File: src/rtl/parking_gate_ctrl.sv
// parking_gate_ctrl: entry/exit arbiter, lowest-free-slot allocator and gate open/close sequencer for a 15-slot car park.
// Grant one cycle after a request seen in IDLE; requests wait while a gate cycle is in flight. PARK_EXIT_PRIORITY_EN selects fixed exit priority.
module parking_gate_ctrl #(
  parameter int NUM_SLOTS        = 15,
  parameter int GATE_OPEN_CYCLES = 8
) (
  input  logic                 clk,
  input  logic                 rst,
  input  logic                 entry_req,
  input  logic                 exit_req,
  input  logic [3:0]           exit_slot,
  input  logic                 car_passed,
  output logic                 entry_ack,
  output logic [3:0]           entry_slot,
  output logic                 exit_ack,
  output logic                 exit_err,
  output logic                 gate_open,
  output logic [NUM_SLOTS-1:0] occupancy,
  output logic [3:0]           count,
  output logic                 full,
  output logic                 empty
);

  typedef enum logic [1:0] {IDLE, OPEN, CLOSE} state_t;

  state_t               state;
  logic [7:0]           timer;
  logic                 dir;       // 1 = exit operation in flight
  logic [3:0]           exit_lat;
`ifndef PARK_EXIT_PRIORITY_EN
  logic                 last_exit;
`endif

  logic [NUM_SLOTS-1:0] occ_nxt;
  logic [3:0]           cnt_nxt;
  logic [3:0]           free_idx;
  logic                 entry_ok;
  logic                 exit_ok;
  logic                 grant_entry;
  logic                 grant_exit;

  always_comb begin
    entry_ok = entry_req && !full;
    exit_ok  = exit_req && (exit_slot < 4'(NUM_SLOTS)) && occupancy[exit_slot];
`ifdef PARK_EXIT_PRIORITY_EN
    grant_exit  = exit_ok;
    grant_entry = entry_ok && !exit_ok;
`else
    grant_entry = entry_ok && (!exit_ok || last_exit);
    grant_exit  = exit_ok && !grant_entry;
`endif

    // descending scan so the lowest free index is the one left standing
    free_idx = '0;
    for (int i = NUM_SLOTS - 1; i >= 0; i--) begin
      if (!occupancy[i]) free_idx = 4'(i);
    end

    occ_nxt = occupancy;
    if (state == OPEN && car_passed) begin
      if (dir) begin
        if (exit_lat < 4'(NUM_SLOTS)) occ_nxt[exit_lat] = 1'b0;
      end else begin
        if (entry_slot < 4'(NUM_SLOTS)) occ_nxt[entry_slot] = 1'b1;
      end
    end

    cnt_nxt = '0;
    for (int i = 0; i < NUM_SLOTS; i++) begin
      cnt_nxt = cnt_nxt + {3'b000, occ_nxt[i]};
    end
  end

  always_ff @(posedge clk) begin
    if (rst) begin
      state      <= IDLE;
      timer      <= '0;
      dir        <= 1'b0;
      exit_lat   <= '0;
`ifndef PARK_EXIT_PRIORITY_EN
      last_exit  <= 1'b1;
`endif
      occupancy  <= '0;
      count      <= '0;
      full       <= 1'b0;
      empty      <= 1'b1;
      entry_slot <= '0;
      entry_ack  <= 1'b0;
      exit_ack   <= 1'b0;
      exit_err   <= 1'b0;
      gate_open  <= 1'b0;
    end else begin
      entry_ack <= 1'b0;
      exit_ack  <= 1'b0;
      exit_err  <= 1'b0;
      occupancy <= occ_nxt;
      count     <= cnt_nxt;
      full      <= (cnt_nxt == 4'(NUM_SLOTS));
      empty     <= (cnt_nxt == 4'd0);

      case (state)
        IDLE: begin
          exit_err <= exit_req && !exit_ok;
          if (grant_entry) begin
            entry_ack  <= 1'b1;
            entry_slot <= free_idx;
            dir        <= 1'b0;
            timer      <= 8'(GATE_OPEN_CYCLES - 1);
            gate_open  <= 1'b1;
            state      <= OPEN;
`ifndef PARK_EXIT_PRIORITY_EN
            last_exit  <= 1'b0;
`endif
          end else if (grant_exit) begin
            exit_ack  <= 1'b1;
            exit_lat  <= exit_slot;
            dir       <= 1'b1;
            timer     <= 8'(GATE_OPEN_CYCLES - 1);
            gate_open <= 1'b1;
            state     <= OPEN;
`ifndef PARK_EXIT_PRIORITY_EN
            last_exit <= 1'b1;
`endif
          end
        end
        OPEN: begin
          // a pass on the final timed cycle still commits
          if (car_passed || timer == 8'd0) begin
            gate_open <= 1'b0;
            state     <= CLOSE;
          end else begin
            timer <= timer - 8'd1;
          end
        end
        CLOSE: state <= IDLE;
        default: begin
          gate_open <= 1'b0;
          state     <= IDLE;
        end
      endcase
    end
  end

endmodule
File: config.mk
export PLATFORM = sky130hd
export DESIGN_NAME = parking_gate_ctrl
export DESIGN_NICKNAME = d
export VERILOG_FILES = /design/src/rtl/parking_gate_ctrl.sv
export SDC_FILE = /design/constraint.sdc
export NUM_CORES = 1
export LEC_CHECK = 0
export CAP_MARGIN = 20
export CORE_MARGIN = 4
export CORE_UTILIZATION = 35
export DETAILED_ROUTE_END_ITERATION = 8
export GPL_TIMING_DRIVEN = 0
export HOLD_SLACK_MARGIN = 0.05
export SLEW_MARGIN = 20
export SYNTH_ARGS = -nofsm -noshare
export SYNTH_HDL_FRONTEND = slang
export SYNTH_SLANG_ARGS = --single-unit
File: constraint.sdc
create_clock -name clk -period 7.15 [get_ports clk]
set_input_delay 1.0725 -clock clk [delete_from_list [all_inputs] [get_ports clk]]
set_output_delay 1.0725 -clock clk [all_outputs]
set_load 0.05 [all_outputs]
==> metrics.cfg, run 1 <==
[final_layout]
drive_above_1_share_pct = 6.098
stdcell_area_sq_um = 3089
fin_nets = 351
area_delta_synth_final_pct = 23.14
utilization_pct = 44.97
antenna_cells = 0
mostFrequentLayoutCells = 45 x dfxtp_1, 35 x clkdlybuf4s50_1, 30 x nor2_1, 27 x a21oi_1, 26 x nand2_1
final_common_cell = dfxtp_1

[drt]
drt-vias-per-instance = 5.269
drt_iter0_drc = 86
wirelength_um = 6737
num_vias = 2234
postRouteAntennaNets = 0
routedWlPerCell_um = 15.89
firstDrtPassIters = 4
drc = 0

[run]
maxCapViolCount = 0

[hold_path]
worstHoldStart = gate_open$_SDFFE_PP0P_
hold_depth = 2
hold_path_end = gate_open$_SDFFE_PP0P_
min_path_type = flip-flop to flip-flop

[synthesis]
yosysTopAreaCellShare_pct = 35.91
synth.largest_area_cell = dfxtp_1
ys_ff_latch = 45
async_reset_ff_share_pct = 0
ys.flop_type = dfxtp_1
synthesis.nets = 309
syn_area_sq_um = 2509
yosysWarnings = 0
synth-edff-count = 0
synthTopCellsByArea = dfxtp_1 36%, fa_1 8.0%, a21oi_1 5.4%
avgSynthCellArea_sq_um = 8.772
synthDistinctLibCells = 53
synthCells = 286
ys_seq_area_share_pct = 35.91

[worst_setup_path]
ff2ff_path_depth = 18
cp.arrival_ns = 6.74
critPathCaptureType = flip-flop
r2r_end = empty$_SDFF_PP1_
start_kind = input pin
critPathMaxFanout = 7
slowest_stage = nor4bb_2
ff2ff_setup_slack_ns = 1.39
cp_cell_sequence = clkdlybuf4s50_1, nor4bb_2, nand2_1, nor2_1, a21oi_1, a41o_1, fa_1, inv_1, fa_1, fa_1, inv_1, fa_1, inv_1, fa_1, fa_1, xnor2_1, nor2_1, nor4_1
crit_path_frequent_cell = fa_1
worstSetupPathType = input pin to flip-flop
worst_ep_required_time_ns = 7.36
regToRegStartpoint = dir$_SDFFE_PP0P_
max_stage_delay_ns = 0.68

[timing]
tns_ns = 0
fmax_ghz = 0.1531
rsz0062_at_grt = false
relSlewSlack_pct = 48.66
finalMaxSlewViolations = 0
fin_crit_ns = 6.530
tightest_slew_ns = 0.7592
fin_hold_ws_ns = 0.4868
finClkSkew_ns = 0.008696
fin_crit_sh_pct = 91.32
setup_viol = 0
hold_viol = 0

[clock_network]
root_buffer = clkbuf_8
cts.hold.buffers_added = 0
clk_latency_ns = 0.31
path_clk_slew_ns = 0.08
cts_buffers = 5
cts_sinks = 45
cts_setup_buffers = 0
clk_path_buf_depth = 2
cts_resized = 0
htreeDepth = 2
cts_tree = yes

[floorplan]
dieArea_sq_um = 8586
start_util_pct = 36.52
core_area_sq_um = 6869
ios = 38
num_rows = 30
die_w_um = 92.66
die_h_um = 92.66

[outcome]
status = finished, final reports clean

[power]
power_density_nw_per_um2 = 180.5
vdd_drop_max_v = 0.00006652
p_leak_nw = 1.164

[place]
io_buffers = 35
gp_congestion = 0.9247
dp_hpwl_um = 5278
placed_cell_area_sq_um = 2979

[grt]
track_usage_pct = 16.57
grt_overflow = 0
grt_max_degree = 14
grt_pass1_vias = 2278
antenna_found_initial = 0
grt_pass1_wl_um = 11180

-- power breakdown --
group | switching, mW | internal, mW | leakage [nW] | total, mW
Sequential | 0.00836 | 0.261 | 0.366 | 0.269
Clock | 0.0883 | 0.102 | 0.0540 | 0.190
Combinational | 0.0598 | 0.0385 | 0.744 | 0.0983
Total | 0.157 | 0.401 | 1.16 | 0.558
-- flip-flops by register name, indices dropped and copies added, names as in the netlist, 2 cells and up --
register	flops
timer	8
exit_lat	4
occupancy	15
entry_slot	4
state	2
count	4
-- cell type report --
| cell class | count | area, sq um |
|---|---|---|
| fillers | 708 | 3780 |
| repair buffers | 35 | 350.3 |
| well taps | 96 | 120.1 |
| plain buffers | 11 | 63.81 |
| inverters | 21 | 78.83 |
| flip-flops and latches | 45 | 900.9 |
| multi-input cells | 209 | 1471 |
| clock buffers | 5 | 68.82 |
| clock inverters | 2 | 35.03 |
-- critical path: cells and delay by family --
family / cells / cell delay, ns
AOI/OAI and AO/OA: 2 / 0.37
and+or+nand+nor: 5 / 1.43
adders and majority gates: 6 / 2.95
buffers and inverters: 4 / 0.77
xor gates and xnor gates: 1 / 0.16
-- cells in the mapped netlist (2+ instances only) --
| cell | instances |
|---|---|
| a21o_1 | 3 |
| a311o_1 | 2 |
| or3_1 | 5 |
| or4_1 | 3 |
| a21oi_1 | 27 |
| nand2b_1 | 2 |
| nor2_1 | 30 |
| xnor2_1 | 2 |
| o21ai_0 | 7 |
| a32o_1 | 2 |
| mux2i_1 | 6 |
| nand4_1 | 6 |
| buf_6 | 3 |
| clkbuf_1 | 8 |
| o21a_1 | 2 |
| nor4_1 | 3 |
| nand2_1 | 26 |
| fa_1 | 10 |
| ha_1 | 4 |
| inv_1 | 21 |
| o31ai_1 | 5 |
| nand3b_1 | 3 |
| dfxtp_1 | 45 |
| nor2b_1 | 16 |
| nand3_1 | 7 |
| nor3_1 | 5 |
| nor3b_1 | 4 |
| a41oi_1 | 4 |
-- cell families (layout without fill, tap and decap cells) --
family | Yosys count | count (layout) | share of synthesized area (%)
XOR/XNOR | 2 | 2 | 0.6984
multiplexers | 9 | 9 | 4.788
adder cells (fa/ha/maj) | 14 | 14 | 9.975
buffers and inverters | 32 | 74 | 5.686
flip-flops | 45 | 45 | 35.91
AO/OA/AOI/OAI | 68 | 68 | 19.30
AND/OR/NAND/NOR | 116 | 116 | 23.64
-- worst max-delay path by stage --
| stage | end | cells past startpoint | start |
|---|---|---|---|
| global placement | empty$_SDFF_PP1_ | 18 | car_passed |
| detailed placement | empty$_SDFF_PP1_ | 18 | car_passed |
| global route | empty$_SDFF_PP1_ | 18 | car_passed |
| CTS | empty$_SDFF_PP1_ | 18 | car_passed |
| floorplan | empty$_SDFF_PP1_ | 17 | car_passed |
| finish | empty$_SDFF_PP1_ | 18 | car_passed |
-- routing by layer --
layer	routed length (um)	vias up	share of wire (%)	GRT usage (%)
li1	-	1099	-	-
met1	2946	1063	44	20.64
met2	3360	58	50	28.22
met3	297	14	4.4	3.331
met4	133	0	2.0	6.227
met5	0	-	0	0
-- metrics by stage --
stage	setup slack, ns	cells	total power, mW
finish	0.6204	424	0.5577
global route	0.1512	424	0.5841
CTS	0.3380	424	0.5612
detailed placement	0.02924	417	0.3738
global placement	0.03364	417	0.3726
floorplan	1.321	286	0.3451
Power figures use the tool's default switching activity.
==> inputs of run 2 (changes only) <==
--- a/config.mk
+++ b/config.mk
@@ -11,7 +11,6 @@
 export DETAILED_ROUTE_END_ITERATION = 8
 export GPL_TIMING_DRIVEN = 0
 export HOLD_SLACK_MARGIN = 0.05
-export SLEW_MARGIN = 20
 export SYNTH_ARGS = -nofsm -noshare
 export SYNTH_HDL_FRONTEND = slang
 export SYNTH_SLANG_ARGS = --single-unit
==> metrics.cfg, run 2 (synthesis results as in run 1) <==
[worst_setup_path]
start_kind = input pin  ; unchanged
slowest_stage = clkdlybuf4s50_1  ; was nor4bb_2
crit_path_frequent_cell = fa_1  ; unchanged
path_buf_inv = 5  ; was 4
regToRegStartpoint = state[0]$_SDFFE_PP0P_  ; was dir$_SDFFE_PP0P_
ff2ff_path_depth = 18  ; unchanged
cp_cell_sequence = clkdlybuf4s50_1, nor4bb_1, buf_2, nand2_1, nor2_1, a21oi_1, a41o_1, fa_1, inv_1, fa_1, fa_1, inv_1, fa_1, inv_1, fa_1, fa_1, xnor2_1, nor2_1, nor4_1  ; was clkdlybuf4s50_1, nor4bb_2, nand2_1, nor2_1, a21oi_1, a41o_1, fa_1, inv_1, fa_1, fa_1, inv_1, fa_1, inv_1, fa_1, fa_1, xnor2_1, nor2_1, nor4_1
cp.arrival_ns = 6.48  ; was 6.74 ns
worstSetupPathType = input pin to flip-flop  ; unchanged
critPathMaxFanout = 7  ; unchanged
cp_top_family = adder cells  ; unchanged
max_stage_delay_ns = 0.61  ; was 0.68 ns
r2r_end = empty$_SDFF_PP1_  ; unchanged
critPathCaptureType = flip-flop  ; unchanged
ff2ff_setup_slack_ns = 1.56  ; was 1.39 ns
worst_ep_required_time_ns = 7.36  ; about the same

[place]
place_ws_ns = 0.02924  ; unchanged
placed_cell_area_sq_um = 2979  ; unchanged
gp_congestion = 0.9247  ; unchanged
io_buffers = 35  ; unchanged
dp_hpwl_um = 5278  ; unchanged
dpl.cell_count = 417  ; unchanged

[final_layout]
fill_cells = 709  ; was 708
final_common_cell = dfxtp_1  ; unchanged
area_delta_synth_final_pct = 23.09  ; was 23.14%
fin_cells = 425  ; was 424
utilization_pct = 44.95  ; was 44.97%
drive_above_1_share_pct = 6.079  ; was 6.098%
reg_top3 = occupancy (15), timer (8)  ; unchanged
multiInputGateArea_sq_um = 1465  ; was 1471 sq um
top_register = occupancy  ; unchanged
antenna_cells = 0  ; unchanged
stdcell_area_sq_um = 3088  ; was 3089 sq um
mostFrequentLayoutCells = 45 x dfxtp_1, 35 x clkdlybuf4s50_1, 30 x nor2_1, 27 x a21oi_1, 26 x nand2_1  ; unchanged
register_area_sq_um = 900.9  ; unchanged
largest_reg_flops = 15  ; unchanged
fin_nets = 352  ; was 351

[timing]
fin_crit_sh_pct = 87.72  ; was 91.32%
tns_ns = 0  ; unchanged
relSlewSlack_pct = 61.45  ; was 48.66%
finClkSkew_ns = 0.009348  ; was 0.008696 ns
fmax_ghz = 0.1594  ; was 0.1531 GHz
fin_hold_ws_ns = 0.4868  ; about the same
setup_viol = 0  ; unchanged
hold_viol = 0  ; unchanged
tightest_slew_ns = 0.5738  ; was 0.7592 ns
fin_crit_ns = 6.272  ; was 6.530 ns
fin_ws_ns = 0.8781  ; was 0.6204 ns
finalMaxSlewViolations = 0  ; unchanged
rsz0062_at_grt = false  ; unchanged

[power]
internal-power_uw = 401.1  ; about the same
power_frac_clock_pct = 34.1  ; about the same
p_leak_nw = 1.168  ; was 1.164 nW
p_comb_share_pct = 17.6  ; about the same
p_sw_uw = 157.2  ; was 156.6 uW
vdd_drop_max_v = 0.00006652  ; about the same
sw_frac_of_total_pct = 28.16  ; was 28.07%
finalPower_uw = 558.4  ; was 557.7 uW
seq_power_share_pct = 48.2  ; was 48.3%
power_density_nw_per_um2 = 180.8  ; was 180.5 nW/um^2

[hold_path]
worstHoldStart = gate_open$_SDFFE_PP0P_  ; unchanged
hold_path_end = gate_open$_SDFFE_PP0P_  ; unchanged
hold_depth = 2  ; unchanged
min_path_type = flip-flop to flip-flop  ; unchanged

[clock_network]
clk_latency_ns = 0.31  ; about the same
path_clk_slew_ns = 0.08  ; about the same
cts_setup_buffers = 0  ; unchanged
cts_tree = yes  ; unchanged
cts_sinks = 45  ; unchanged
cts_buffers = 5  ; unchanged
cts.hold.buffers_added = 0  ; unchanged
htreeDepth = 2  ; unchanged
cts_resized = 0  ; unchanged
root_buffer = clkbuf_8  ; unchanged
clk_path_buf_depth = 2  ; unchanged

[outcome]
status = finished, final reports clean  ; unchanged

[grt]
grt_max_degree = 14  ; unchanged
grt_overflow = 0  ; unchanged
grt_pass1_wl_um = 11180  ; unchanged
antenna_found_initial = 0  ; unchanged
track_usage_pct = 16.57  ; unchanged
grt_pass1_vias = 2278  ; unchanged

[run]
maxCapViolCount = 0  ; unchanged

[drt]
num_vias = 2242  ; was 2234
postRouteAntennaNets = 0  ; unchanged
drt_iter0_drc = 109  ; was 86
drc = 0  ; unchanged
routedWlPerCell_um = 15.88  ; was 15.89 um
drt-vias-per-instance = 5.275  ; was 5.269
firstDrtPassIters = 4  ; unchanged
wirelength_um = 6747  ; was 6737 um

[floorplan]
start_util_pct = 36.52  ; unchanged
core_area_sq_um = 6869  ; unchanged
dieArea_sq_um = 8586  ; unchanged
die_h_um = 92.66  ; unchanged
die_w_um = 92.66  ; unchanged
num_rows = 30  ; unchanged
ios = 38  ; unchanged

==> run 2: worst max path at each step <==
| stage | from | end | slack, ns | depth (start not counted) |
|---|---|---|---|---|
| final | car_passed | empty$_SDFF_PP1_ | 0.88 | 19 |
| after global routing | car_passed | empty$_SDFF_PP1_ | 0.44 | 19 |
| after CTS | car_passed | empty$_SDFF_PP1_ | 0.34 | 18 |
| after detailed placement | car_passed | empty$_SDFF_PP1_ | 0.03 | 18 |
| after global placement | car_passed | empty$_SDFF_PP1_ | 0.03 | 18 |
| after floorplan | car_passed | empty$_SDFF_PP1_ | 1.32 | 17 |
==> run 2: power groups by stage <==
stage               registers (mW)  clock network, mW  logic [mW]
global route                 0.271              0.204       0.109
floorplan                    0.285                  0      0.0603
CTS                          0.269              0.193      0.0990
finish                       0.269              0.191      0.0985
global placement             0.275                  0      0.0978
detailed placement           0.275                  0      0.0986
==> run 2: layer usage <==
| layer | part of all wire, % | global-route usage (%) | wire [um] | vias to the layer above |
|---|---|---|---|---|
| li1 | - | - | - | 1098 |
| met4 | 1.9 | 6.227 | 125 | 0 |
| met2 | 50 | 28.22 | 3355 | 48 |
| met5 | 0 | 0 | 0 | - |
| met1 | 45 | 20.64 | 3006 | 1082 |
| met3 | 3.8 | 3.331 | 259 | 14 |
==> run 2: cell type report <==
type / instances / share of cell area, %
inverters: 21 / 2.553
clock inverters: 2 / 1.135
well taps: 96 / 3.890
clock buffers: 5 / 2.229
multi-input cells: 209 / 47.45
flip-flops and latches: 45 / 29.17
plain buffers: 11 / 2.066
repair buffers: 36 / 11.51
==> run 2: worst reg2reg max path, cell delays in order, from the launching register on <==
cell	delay [ns]
dfxtp_1	0.42
nor2b_1	0.15
clkbuf_1	0.31
nand2_1	0.17
nor3b_1	0.51
nand2_1	0.10
a32oi_1	0.31
fa_1	0.48
inv_1	0.08
fa_1	0.44
fa_1	0.54
inv_1	0.05
fa_1	0.51
inv_1	0.06
fa_1	0.44
fa_1	0.45
xnor2_1	0.16
nor2_1	0.08
nor4_1	0.28
==> inputs of run 3 (changes only) <==
--- a/config.mk
+++ b/config.mk
@@ -7,10 +7,12 @@
 export LEC_CHECK = 0
 export CAP_MARGIN = 20
 export CORE_MARGIN = 4
-export CORE_UTILIZATION = 35
+export CORE_UTILIZATION = 54
 export DETAILED_ROUTE_END_ITERATION = 8
 export GPL_TIMING_DRIVEN = 0
 export HOLD_SLACK_MARGIN = 0.05
+export MAX_ROUTING_LAYER = met4
+export PLACE_DENSITY = 0.8
 export SYNTH_ARGS = -nofsm -noshare
 export SYNTH_HDL_FRONTEND = slang
 export SYNTH_SLANG_ARGS = --single-unit
==> metrics.cfg, run 3 (synthesis results as in run 1) <==
[outcome]
status = finished, final reports clean  ; unchanged

[final_layout]
multiInputGateArea_sq_um = 1465  ; unchanged
reg_top3 = occupancy (15), timer (8)  ; unchanged
largest_reg_flops = 15  ; unchanged
fill_cells = 363  ; was 709
top_register = occupancy  ; unchanged
antenna_cells = 0  ; unchanged
utilization_pct = 68.34  ; was 44.95%
area_delta_synth_final_pct = 20.25  ; was 23.09%
fin_nets = 352  ; unchanged
register_area_sq_um = 900.9  ; unchanged
final_common_cell = dfxtp_1  ; unchanged
drive_above_1_share_pct = 6.061  ; was 6.079%
mostFrequentLayoutCells = 45 x dfxtp_1, 35 x clkdlybuf4s50_1, 30 x nor2_1, 27 x a21oi_1, 26 x nand2_1  ; unchanged

[worst_setup_path]
regToRegStartpoint = state[0]$_SDFFE_PP0P_  ; unchanged
ff2ff_path_depth = 18  ; unchanged
critPathMaxFanout = 7  ; unchanged
worstSetupPathType = input pin to flip-flop  ; unchanged
worst_ep_required_time_ns = 7.37  ; was 7.36 ns
ff2ff_setup_slack_ns = 1.58  ; was 1.56 ns
cp.arrival_ns = 6.38  ; was 6.48 ns
start_kind = input pin  ; unchanged
r2r_end = empty$_SDFF_PP1_  ; unchanged
critPathCaptureType = flip-flop  ; unchanged

[timing]
fin_crit_sh_pct = 86.16  ; was 87.72%
setup_viol = 0  ; unchanged
tns_ns = 0  ; unchanged
finClkSkew_ns = 0.01170  ; was 0.009348 ns
rsz0062_at_grt = false  ; unchanged
fmax_ghz = 0.1623  ; was 0.1594 GHz
tightest_slew_ns = 0.5479  ; was 0.5738 ns
fin_crit_ns = 6.160  ; was 6.272 ns
finalMaxSlewViolations = 0  ; unchanged
relSlewSlack_pct = 63.39  ; was 61.45%
fin_hold_ws_ns = 0.4870  ; was 0.4868 ns
hold_viol = 0  ; unchanged

[place]
dp_hpwl_um = 4902  ; was 5278 um
gp_congestion = 0.9405  ; was 0.9247
io_buffers = 35  ; unchanged

[grt]
antenna_found_initial = 0  ; unchanged
grt_overflow = 0  ; unchanged
track_usage_pct = 23.31  ; was 16.57%
grt_max_degree = 15  ; was 14
grt_pass1_vias = 2212  ; was 2278
grt_pass1_wl_um = 10880  ; was 11180 um

[drt]
wirelength_um = 6307  ; was 6747 um
firstDrtPassIters = 4  ; unchanged
postRouteAntennaNets = 0  ; unchanged
drt-vias-per-instance = 5.895  ; was 5.275
routedWlPerCell_um = 16.51  ; was 15.88 um
num_vias = 2252  ; was 2242
drc = 0  ; unchanged
drt_iter0_drc = 166  ; was 109

[power]
p_leak_nw = 1.151  ; was 1.168 nW
power_density_nw_per_um2 = 175.0  ; was 180.8 nW/um^2
vdd_drop_max_v = 0.00009898  ; was 0.00006652 V

[run]
maxCapViolCount = 0  ; unchanged

[floorplan]
num_rows = 24  ; was 30
die_h_um = 76.16  ; was 92.66 um
die_w_um = 76.16  ; was 92.66 um
core_area_sq_um = 4414  ; was 6869 sq um
ios = 38  ; unchanged
dieArea_sq_um = 5800  ; was 8586 sq um
start_util_pct = 56.83  ; was 36.52%

[hold_path]
hold_depth = 2  ; unchanged
min_path_type = flip-flop to flip-flop  ; unchanged
hold_path_end = timer[7]$_SDFFE_PP0P_  ; was gate_open$_SDFFE_PP0P_
worstHoldStart = timer[7]$_SDFFE_PP0P_  ; was gate_open$_SDFFE_PP0P_

[clock_network]
cts_resized = 0  ; unchanged
clk_latency_ns = 0.30  ; was 0.31 ns
cts.hold.buffers_added = 0  ; unchanged
clk_path_buf_depth = 2  ; unchanged
cts_tree = yes  ; unchanged
cts_setup_buffers = 0  ; unchanged
path_clk_slew_ns = 0.09  ; was 0.08 ns
cts_buffers = 5  ; unchanged
htreeDepth = 2  ; unchanged
cts_sinks = 45  ; unchanged
root_buffer = clkbuf_8  ; unchanged

run 3: cell types whose count changed in the layout (fill, tap and decap cells not counted):
cell        before  now
clkinvlp_4       0    2
buf_2            1    0
bufinv_16        1    0
clkbuf_1         8    9
clkbuf_2         0    1
clkinv_2         1    0
run 3: worst max path at each step:
stage / from / end / depth (start not counted)
2_1_floorplan: car_passed / empty$_SDFF_PP1_ / 17
3_3_place_gp: car_passed / empty$_SDFF_PP1_ / 18
3_5_place_dp: car_passed / empty$_SDFF_PP1_ / 18
4_1_cts: car_passed / empty$_SDFF_PP1_ / 18
5_1_grt: car_passed / empty$_SDFF_PP1_ / 19
6_report: car_passed / empty$_SDFF_PP1_ / 19
run 3: critical path: stages:
cell and delay (ns):
clkdlybuf4s50_1 0.59, nor4bb_1 0.24, clkbuf_2 0.24, nand2_1 0.07, nor2_1 0.23, a21oi_1 0.10
a41o_1 0.25, fa_1 0.53, inv_1 0.05, fa_1 0.46, fa_1 0.55, inv_1 0.05
fa_1 0.49, inv_1 0.05, fa_1 0.43, fa_1 0.44, xnor2_1 0.16, nor2_1 0.09
nor4_1 0.28
run 3: metrics by stage:
step	setup WS [ns]	total power [mW]	std cells	area (sq um)
detailed placement	0.1512	0.3729	373	2924
global route	0.7054	0.5542	382	3017
finish	0.9895	0.5278	382	3017
global placement	0.1452	0.3704	373	2924
floorplan	1.321	0.3451	286	2509
CTS	0.4897	0.5308	381	3012
run 3: per-layer routing:
| layer | part of all wire [%] | up-vias | GRT usage [%] |
|---|---|---|---|
| met5 | 0 | - | - |
| met2 | 46 | 78 | 36.04 |
| met3 | 6.4 | 12 | 5.083 |
| li1 | - | 1114 | - |
| met1 | 45 | 1048 | 30.33 |
| met4 | 2.2 | 0 | 7.692 |
run 3: area by class of cell:
cell class	count	area share [%]
Clock buffer	6	2.406
Tap cell	52	2.157
Buffer	11	2.115
Clock inverter	2	0.4977
Timing Repair Buffer	36	11.78
Inverter	21	2.613
Sequential cell	45	29.86
Multi-Input combinational cell	209	48.57
run 3: power breakdown:
part	switching [mW]	total, mW	internal (mW)
sequential	0.00829	0.269	0.261
clock	0.0910	0.160	0.0690
combinational	0.0601	0.0985	0.0384
